==> src/rtl/bsg_mem_1rw_sync_mask_write_bit_segmented_init.sv <==
// -----------------------------------------------------------------------------
// bsg_mem_1rw_sync_mask_write_bit_segmented_init
//
// Single-port synchronous memory split into num_segments_p segments. Each
// segment is enabled on its own, and writes use a per-bit mask. After reset
// deasserts, a small sequencer writes init_val_p to every entry before the
// memory accepts requests.
//
// Ports:
//   clk_i     - clock
//   reset_i   - asynchronous, active-high reset
//   v_i       - per-segment request enable
//   w_i       - 1 = write, 0 = read (applies to all enabled segments)
//   addr_i    - entry address
//   data_i    - write data, segment i at [i*sw +: sw]
//   w_mask_i  - per-bit write mask, 1 = write the bit
//   ready_o   - 1 when requests are accepted (low during reset and init)
//   v_o       - per-segment read-data valid, one cycle after an accepted read
//   data_o    - read data
// -----------------------------------------------------------------------------
`timescale 1ns/1ps

module bsg_mem_1rw_sync_mask_write_bit_segmented_init #(
  parameter int                 width_p           = 32,
  parameter int                 els_p             = 16,
  parameter int                 num_segments_p    = 4,
  parameter int                 latch_last_read_p = 0,
  parameter logic [width_p-1:0] init_val_p        = '0,
  localparam int                addr_width_lp     = (els_p > 1) ? $clog2(els_p) : 1
) (
  input  logic                      clk_i,
  input  logic                      reset_i,
  input  logic [num_segments_p-1:0] v_i,
  input  logic                      w_i,
  input  logic [addr_width_lp-1:0]  addr_i,
  input  logic [width_p-1:0]        data_i,
  input  logic [width_p-1:0]        w_mask_i,
  output logic                      ready_o,
  output logic [num_segments_p-1:0] v_o,
  output logic [width_p-1:0]        data_o
);

  localparam int                     seg_width_lp = width_p / num_segments_p;
  localparam logic [addr_width_lp-1:0] last_addr_lp = addr_width_lp'(els_p - 1);

  typedef enum logic [1:0] {
    ST_RESET = 2'd0,
    ST_INIT  = 2'd1,
    ST_READY = 2'd2
  } state_e;

  state_e                     r_state, w_state_next;
  logic [addr_width_lp-1:0]   r_count, w_count_next;

  // ---------------------------------------------------------------------------
  // Init sequencer. RESET is held while reset_i is high; the first edge after
  // release enters INIT, which then spends exactly els_p cycles writing
  // entries 0..els_p-1 before handing over to READY.
  // ---------------------------------------------------------------------------
  // NOTE: every output of this block gets a default first so no path leaves
  // a signal unassigned, which would otherwise infer a latch.
  always_comb begin
    w_state_next = r_state;
    w_count_next = r_count;
    unique case (r_state)
      ST_RESET: begin
        w_state_next = ST_INIT;
        w_count_next = '0;
      end
      ST_INIT: begin
        // Stop on the last real entry so non-power-of-two depths never
        // touch the unused addresses.
        if (r_count == last_addr_lp) begin
          w_state_next = ST_READY;
        end else begin
          w_count_next = r_count + 1'b1;
        end
      end
      ST_READY: w_state_next = ST_READY;
      default:  w_state_next = ST_RESET;
    endcase
  end

  // NOTE: state registers use non-blocking assignments so every flop samples
  // the pre-edge values regardless of block evaluation order.
  always_ff @(posedge clk_i or posedge reset_i) begin
    if (reset_i) begin
      r_state <= ST_RESET;
      r_count <= '0;
    end else begin
      r_state <= w_state_next;
      r_count <= w_count_next;
    end
  end

  assign ready_o = (r_state == ST_READY);

  // ---------------------------------------------------------------------------
  // Write port: the init fill and accepted user writes share one path. Segment
  // enables are folded into a full-width bit mask.
  // ---------------------------------------------------------------------------
  logic                     w_req;
  logic                     w_rd;
  logic                     w_wr_en;
  logic [addr_width_lp-1:0] w_wr_addr;
  logic [width_p-1:0]       w_wr_data;
  logic [width_p-1:0]       w_wr_mask;

  assign w_req = ready_o & (|v_i);
  assign w_rd  = w_req & ~w_i;

  always_comb begin
    w_wr_en   = 1'b0;
    w_wr_addr = addr_i;
    w_wr_data = data_i;
    w_wr_mask = '0;
    if (r_state == ST_INIT) begin
      w_wr_en   = 1'b1;
      w_wr_addr = r_count;
      w_wr_data = init_val_p;
      w_wr_mask = '1;
    end else if (w_req && w_i) begin
      w_wr_en = 1'b1;
      for (int s = 0; s < num_segments_p; s++) begin
        w_wr_mask[s*seg_width_lp +: seg_width_lp] =
          v_i[s] ? w_mask_i[s*seg_width_lp +: seg_width_lp] : '0;
      end
    end
  end

  // NOTE: the storage array has no reset; its contents are defined by the
  // init sequencer, which keeps the array mappable onto plain SRAM macros.
  logic [width_p-1:0] r_mem [els_p];

  always_ff @(posedge clk_i) begin
    if (w_wr_en) begin
      r_mem[w_wr_addr] <= (r_mem[w_wr_addr] & ~w_wr_mask) | (w_wr_data & w_wr_mask);
    end
  end

  // ---------------------------------------------------------------------------
  // Read port. With latch_last_read_p the unread segments keep their previous
  // value; otherwise the whole word is loaded on any read since unread
  // segments are don't-care and a single enable is cheaper.
  // ---------------------------------------------------------------------------
  logic [num_segments_p-1:0] w_rd_seg_en;
  logic [num_segments_p-1:0] r_v_o;
  logic [width_p-1:0]        r_data_o;

  assign w_rd_seg_en = (latch_last_read_p != 0) ? v_i : '1;

  always_ff @(posedge clk_i or posedge reset_i) begin
    if (reset_i) begin
      r_v_o    <= '0;
      r_data_o <= '0;
    end else begin
      r_v_o <= w_rd ? v_i : '0;
      if (w_rd) begin
        for (int s = 0; s < num_segments_p; s++) begin
          if (w_rd_seg_en[s]) begin
            r_data_o[s*seg_width_lp +: seg_width_lp] <=
              r_mem[addr_i][s*seg_width_lp +: seg_width_lp];
          end
        end
      end
    end
  end

  assign v_o    = r_v_o;
  assign data_o = r_data_o;

endmodule
==> config.mk <==
export PLATFORM = sky130hd
export DESIGN_NAME = bsg_mem_1rw_sync_mask_write_bit_segmented_init
export DESIGN_NICKNAME = d
export VERILOG_FILES = /design/src/rtl/bsg_mem_1rw_sync_mask_write_bit_segmented_init.sv
export SDC_FILE = /design/constraint.sdc
export NUM_CORES = 1
export LEC_CHECK = 0
export CAP_MARGIN = 30
export CORE_MARGIN = 2
export CORE_UTILIZATION = 35
export CTS_CLUSTER_SIZE = 24
export DETAILED_ROUTE_END_ITERATION = 7
export PLACE_DENSITY = 0.57
export SLEW_MARGIN = 0
export SYNTH_ARGS = -nofsm -noshare
export SYNTH_HDL_FRONTEND = slang
export SYNTH_SLANG_ARGS = --single-unit
==> constraint.sdc <==
create_clock -name clk_i -period 10.45 [get_ports clk_i]
set_clock_uncertainty 0.05 [all_clocks]
set_input_delay 1.045 -clock clk_i [delete_from_list [all_inputs] [get_ports clk_i]]
set_output_delay 1.045 -clock clk_i [all_outputs]
set_load 0.02 [all_outputs]
==> results by group, run 1 <==
Placement
  • Quantity of I/O buffers inserted on ports: 111
  • Placed Cells: 2,672
  • Detailed Place HPWL: roughly 47,000 µm
  • Placed Instance Area: between 20,000 and 30,000 µm²
  • Final GP Congestion: approximately 0.8

Clock tree
  • Post-cts resize count: 0
  • Post-CTS Repair Setup Buffers: 0
  • Worst-Skew Late Latency: between 600 and 700 ps
  • Cts hold-fix bufs: 0
  • Clk slew on worst S/H paths: around 60 ps
  • Clock Tree Buf Depth: 3
  • CTS sink count: 554
  • CTS tree: built
  • Clock root cell: clkbuf_16
  • H-tree depth: 2
  • CTS buffer count: roughly 60

Flow run
  • Max Cap Viol: 0

Finish
  • Antenna Cells: 0
  • Fin util: 0.414
  • Finished Cell Area: around 30,000 µm²
  • Layout cells sized above 1: 0.218
  • Layout Cells excl Fill: 2,802
  • Synthesis-to-finish area growth: 17.1%
  • Nets: between 1,500 and 2,000

Drt
  • Total Wirelength: about 88,000 µm
  • Starting DRC count in detailed routing: between 2,000 and 3,000
  • DR DRC count: 0
  • Routed Antenna Nets: 0
  • Via Count: ~18,000
  • Routed WL per cell: between 30 and 40 µm
  • Initial DRT Pass Iterations: 6
  • Vias/cell: about 6.5

Synthesis
  • Synth cell count leaders: edfxtp_1, o21ai_0, mux4_2
  • Most common cell in the netlist: edfxtp_1
  • Synthesis Warnings: 0
  • Main synth FF type: edfxtp_1
  • Distinct cells, synth: 41
  • Cells after Synth: 1,700
  • Area leader, netlist: edfxtp_1
  • Post-Syn Nets: 1,779
  • Yosys reg bits: 554
  • Post-synth EDFFs: 512
  • Avg Synthesized Cell Area: ~15 µm²
  • Seq/Total Area, Yosys: 0.636
  • Synth top area cells: edfxtp_1, mux4_2, o21ai_0, dfrtp_1, a41oi_1
  • Top cell type's share of synthesized area: 0.595
  • FFs w/ async S/R, synth: 0.0758
  • Mapped Area: roughly 26,000 µm²

Global route
  • Initial antenna violation count: 1
  • Total GRT Usage: 0.230
  • Largest net degree at the start of global routing: 78
  • Global-route wire length before repair: roughly 130,000 µm
  • Grt ovf: 0
  • Number of global-route vias before repair: ~19,000

Die
  • Die Y: 276 µm
  • Core area: about 73,000 µm²
  • Io pins: about 110
  • DIE WIDTH: approximately 280 µm
  • # rows: between 90 and 100
  • Initial Util: 0.354
  • Die area: 76,000 µm²

STA
  • Worst hold margin: approximately 450 ps
  • Slew at the pin closest to its max-slew limit: around 1100 ps
  • Final period utilization: 0.473
  • Final setup violation count: 0
  • Hold Vio Cnt, Final: 0
  • Setup TNS: 0 ps
  • Max Clk Rate: 202 MHz
  • RSZ-0062 raised after global routing: no
  • Worst slew margin: 0.282
  • Final slew viol count: 0
  • Period minus WS final: approximately 5000 ps

Setup path
  • CP startpoint kind: register
  • CP max-delay cell: and3_2
  • CP max FO: 37
  • Worst setup startpoint: r_state[1]
  • FF-to-FF Start: r_state[1]
  • R2R Path End: r_mem[7][27]
  • Max stage delay on crit path: 930 ps
  • Worst path cell trace: inv_1, ha_1, buf_4, and3_2, buf_4, buf_4, a31oi_1, buf_4, nor2_4, buf_4
  • CP most frequent cell: buf_4
  • Critical Path RT: ~11,000 ps
  • Crit. End Element: register
  • Worst-case reg-to-reg path depth: 10
  • WS Path Type: reg -> reg
  • R2r setup slk: 5500 ps
  • Worst path arrival time: 5160 ps

Min path
  • HP Class: reg -> reg
  • Worst Hold Depth: 1
  • Hold_sp: data_o[1]
  • Worst Hold End: data_o[1]

Power
  • Switching Fraction: 0.235
  • Switching pwr: ~0.0012 W
  • Reg power frac: 0.484
  • Pwr per Cell Area: ~170 nW/µm²
  • Comb power frac: 0.104
  • Internal power: 0.00403 W
  • Peak supply drop: 0.000127 V
  • Leak pwr: between 9 and 10 nW
  • Clk pwr share: 0.412

Status
  • Outcome: complete, no violations
[how the worst max path moves through the flow]
| stage | endpoint | slack, ps | depth (start not counted) |
|---|---|---|---|
| after floorplan | r_mem[10][0] | 6690 | 5 |
| after global placement | r_mem[7][16] | 5390 | 7 |
| after detailed placement | r_mem[4][27] | 5340 | 7 |
| after CTS | r_mem[3][25] | 5570 | 9 |
| after global routing | r_mem[15][30] | 5440 | 10 |
| final | r_mem[7][27] | 5500 | 10 |
[layout make-up]
cell class	count	area (µm²)
well taps	959	1200
repair buffers	192	1770
multi-input cells	976	8790
clock buffers	76	1610
inverters	9	33.8
clock inverters	36	399
fillers	6504	42700
flip-flops and latches	554	16400
[stage by stage]
stage                     setup slack, ps  power, W
after global routing                 5440   0.00543
after detailed placement             5340   0.00313
after CTS                            5570   0.00529
after global placement               5390   0.00311
after floorplan                      6690   0.00290
final                                5500   0.00527
[placed cells by master, fill, tap and decap left out, types with 5 or more instances in the layout]
master / n
a31oi_1: 36
clkbuf_1: 11
buf_4: 76
mux4_2: 159
nor2_4: 17
edfxtp_1: 512
clkbuf_8: 6
mux2_2: 32
clkdlybuf4s50_1: 107
o21ai_0: 413
bufinv_16: 8
o21ai_1: 13
a21o_1: 22
a22o_1: 20
nand2_1: 39
clkbuf_16: 60
and3_1: 5
and2_1: 6
clkinv_2: 9
dfrtp_1: 42
a41oi_1: 95
clkinv_1: 11
nor3_1: 33
nand3_1: 5
a22oi_1: 44
inv_1: 7
[cell families (layout without fill, tap and decap cells)]
kind of cell / count (synthesis) / in the layout / share of synthesized area
AOI/OAI and AO/OA: 658 / 658 / 0.154
DFF: 554 / 554 / 0.636
muxes: 192 / 192 / 0.153
buffers and inverters: 170 / 313 / 0.0313
and+or+nand+nor: 122 / 122 / 0.0237
adders and majority gates: 4 / 4 / 0.00194
[power by group through the flow]
stage	combinational [W]	clock, W	sequential (W)
finish	0.000549	0.00217	0.00255
global route	0.000581	0.00229	0.00256
CTS	0.000534	0.00220	0.00255
detailed placement	0.000533	0	0.00260
global placement	0.000510	0	0.00260
floorplan	0.000273	0	0.00262
[per-layer routing]
| metal | vias up | track usage | share of wire |
|---|---|---|---|
| met5 | - | 0 | 0 |
| met4 | 0 | 0.0723 | 0.029 |
| met3 | 216 | 0.0565 | 0.12 |
| met2 | 1279 | 0.362 | 0.46 |
| met1 | 9383 | 0.313 | 0.39 |
| li1 | 7266 | - | - |
[flip-flops by register name, summed over array words and instances, names as in the netlist]
| name | cells |
|---|---|
| v_o | 4 |
| r_count | 4 |
| r_mem | 512 |
| data_o | 32 |
| r_state | 2 |
[worst max-delay path: cells and delay by family (launching register included)]
family                   cells  cell delay (ps)
buffers and inverters        6             2260
flip-flops                   1              380
AO/OA/AOI/OAI                1              180
AND/OR/NAND/NOR              2             1470
adder cells (fa/ha/maj)      1              150
Power figures use the tool's default switching activity.
==> inputs of run 2 (changes only) <==
clock period = 4.6 ns   (was 10.45 ns; I/O delays follow)
==> run 2 against run 1 <==
Net effect:
- sequential cell count stayed put
- largest power group unchanged
- critical endpoint is now r_mem[3][5]
- first-iteration DRC count is 16% lower
- largest cell class unchanged
- fmax is 26% higher
- setup slack worse by 4800 ps
- critical path type unchanged
- non-clock buffer count is 25 higher
==> results by group, run 2 (same netlist as run 1, synthesis figures left out) <==
Clock tree
  • Clock root cell: clkbuf_16
  • CTS buffer count: 57 (-3.4%)
  • H-tree depth: 2 (unchanged)
  • Worst-Skew Late Latency: 630 ps (about the same)
  • Clock Tree Buf Depth: 3 (unchanged)
  • CTS tree: built
  • Clk slew on worst S/H paths: 60 ps (about the same)
  • CTS sink count: 554 (unchanged)
  • Cts hold-fix bufs: 0 (unchanged)
  • Post-cts resize count: 0 (unchanged)
  • Post-CTS Repair Setup Buffers: 0 (unchanged)

Drt
  • Starting DRC count in detailed routing: 2,142 (-16%)
  • Routed Antenna Nets: 0 (unchanged)
  • Total Wirelength: 88,500 µm (+0.41%)
  • Initial DRT Pass Iterations: 7 (+1)
  • Routed WL per cell: 31.4 µm (-0.34%)
  • DR DRC count: 0 (unchanged)
  • Vias/cell: 6.44 (-0.48%)
  • Via Count: 18,200 (+0.26%)

Power
  • Pwr per Cell Area: 393 nW/µm² (+130%)
  • Total power: 0.0121 W (+130%)
  • Peak supply drop: 0.000273 V (+110%)
  • Leak pwr: 9.39 nW (+2.2%)

Finish
  • Nets: 1,894 (+1.2%)
  • Synthesis-to-finish area growth: 18.6%
  • Layout cells sized above 1: 0.230 (+0.0120)
  • Finished Cell Area: 30,600 µm² (+1.3%)
  • Reg with most FFs: r_mem
  • Layout Cells excl Fill: 2,823 (+0.75%)
  • Antenna Cells: 0 (unchanged)
  • Max reg flops: 512 (unchanged)
  • Most common cell after layout, fill and taps aside: edfxtp_1
  • Most frequent cells in the layout: edfxtp_1, o21ai_0, mux4_2, clkdlybuf4s50_1, a41oi_1
  • Fillers: 6,474 (-0.46%)

STA
  • Period minus WS final: 3930 ps (-1010 ps)
  • Final setup violation count: 0 (unchanged)
  • Max Clk Rate: 254 MHz (+26%)
  • Setup TNS: 0 ps (unchanged)
  • Final slew viol count: 0 (unchanged)
  • Hold Vio Cnt, Final: 0 (unchanged)
  • RSZ-0062 raised after global routing: no
  • Slew at the pin closest to its max-slew limit: 988 ps (-88.8 ps)
  • Worst slew margin: 0.340 (+0.0576)
  • Final period utilization: 0.855 (+0.382)

Placement
  • Final GP Congestion: 0.793 (-0.54%)
  • Placed Instance Area: 28,600 µm² (+1.9%)
  • Placed Cells: 2,714 (+1.6%)
  • Quantity of I/O buffers inserted on ports: 111 (unchanged)
  • Detailed Place HPWL: 48,500 µm (+3.6%)

Setup path
  • Max stage delay on crit path: 880 ps (-50 ps)
  • CP most frequent cell: buf_4
  • Worst path cell trace: inv_1, ha_1, o41ai_1, buf_4, nor3b_1, a31oi_1, nor2_4, buf_4
  • Critical Path RT: 4840 ps (-5820 ps)
  • CP max-delay cell: nor2_4
  • Worst path arrival time: 4180 ps (-980 ps)
  • CP startpoint kind: register
  • Crit. End Element: register
  • CP max FO: 19 (-49%)
  • WS Path Type: reg -> reg

Global route
  • Grt ovf: 0 (unchanged)
  • Largest net degree at the start of global routing: 98 (+26%)
  • Met2 Use GR: 0.369 (+0.00706)
  • GR met1 Demand/Resource: 0.311 (-0.00234)
  • Global-route wire length before repair: 127,000 µm (+0.47%)
  • Met3 Usage GRT: 0.0494 (-0.00713)
  • Number of global-route vias before repair: 18,500 (-0.60%)
  • Total GRT Usage: 0.231 (+0.00126)
  • Initial antenna violation count: 0 (-1)
  • Busiest layer in global routing: met2

Min path
  • HP Class: in -> async

Die
  • DIE WIDTH: 276 µm (unchanged)
  • Die area: 76,000 µm² (unchanged)
  • # rows: 99 (unchanged)
  • Io pins: 112 (unchanged)
  • Core area: 73,000 µm² (unchanged)
  • Die Y: 276 µm (unchanged)
  • Initial Util: 0.354 (unchanged)

Flow run
  • Max Cap Viol: 0 (unchanged)

Status
  • Outcome: complete, no violations
[run 2: changes by cell type in the layout (fill, tap and decap cells not counted), sizes merged]
| cell | change |
|---|---|
| clkbuf | -6 |
| clkinvlp | -2 |
| bufinv | +2 |
| buf | +27 |
[run 2: area by class of cell]
cell class / instances / area [µm²] / area share
clock buffers: 72 / 1570 / 0.0511
clock inverters: 36 / 442 / 0.0144
inverters: 9 / 33.8 / 0.00110
multi-input cells: 976 / 8790 / 0.287
flip-flops and latches: 554 / 16400 / 0.536
well taps: 959 / 1200 / 0.0392
repair buffers: 217 / 2180 / 0.0712
[run 2: per-layer routing]
metal,vias to the layer above,wire length (µm)
li1,7305,-
met1,9498,35200
met2,1211,41600
met3,178,9060
met4,0,2620
met5,-,0
[run 2: worst paths after layout]
path / startpoint / end / slack, ps / cells past startpoint
max in group asynchronous: reset_i / data_o[28] / 3480 / 3
min in group clk_i: v_i[2] / v_o[2] / 430 / 2
setup reg to reg: r_state[0] / r_mem[3][5] / 670 / 8
hold / removal: reset_i / data_o[3] / 150 / 2
hold reg to reg: data_o[25] / data_o[25] / 450 / 1
setup / recovery: r_state[0] / r_mem[3][5] / 670 / 8
[run 2: where the power goes]
part	internal [W]	leakage [nW]	switching (W)
sequential	0.00574	5.13	0.0000541
clock	0.00297	0.987	0.00202
combinational	0.000528	3.27	0.000749
[run 2: worst max-delay path, delay by kind of cell (launching register included)]
family	cells	cell delay, ps
simple gates	2	1560
buf+inv	3	700
compound gates	2	600
flops	1	380
fa+ha+maj	1	290
[run 2: metrics by stage]
| step | util | hold slack, ps | setup WS (ps) |
|---|---|---|---|
| after floorplan | - | 502 | 1200 |
| after global placement | 0.392 | 444 | 642 |
| after detailed placement | 0.392 | 446 | 594 |
| after CTS | 0.420 | 185 | 730 |
| after global routing | 0.420 | 204 | 589 |
| final | 0.420 | 150 | 666 |
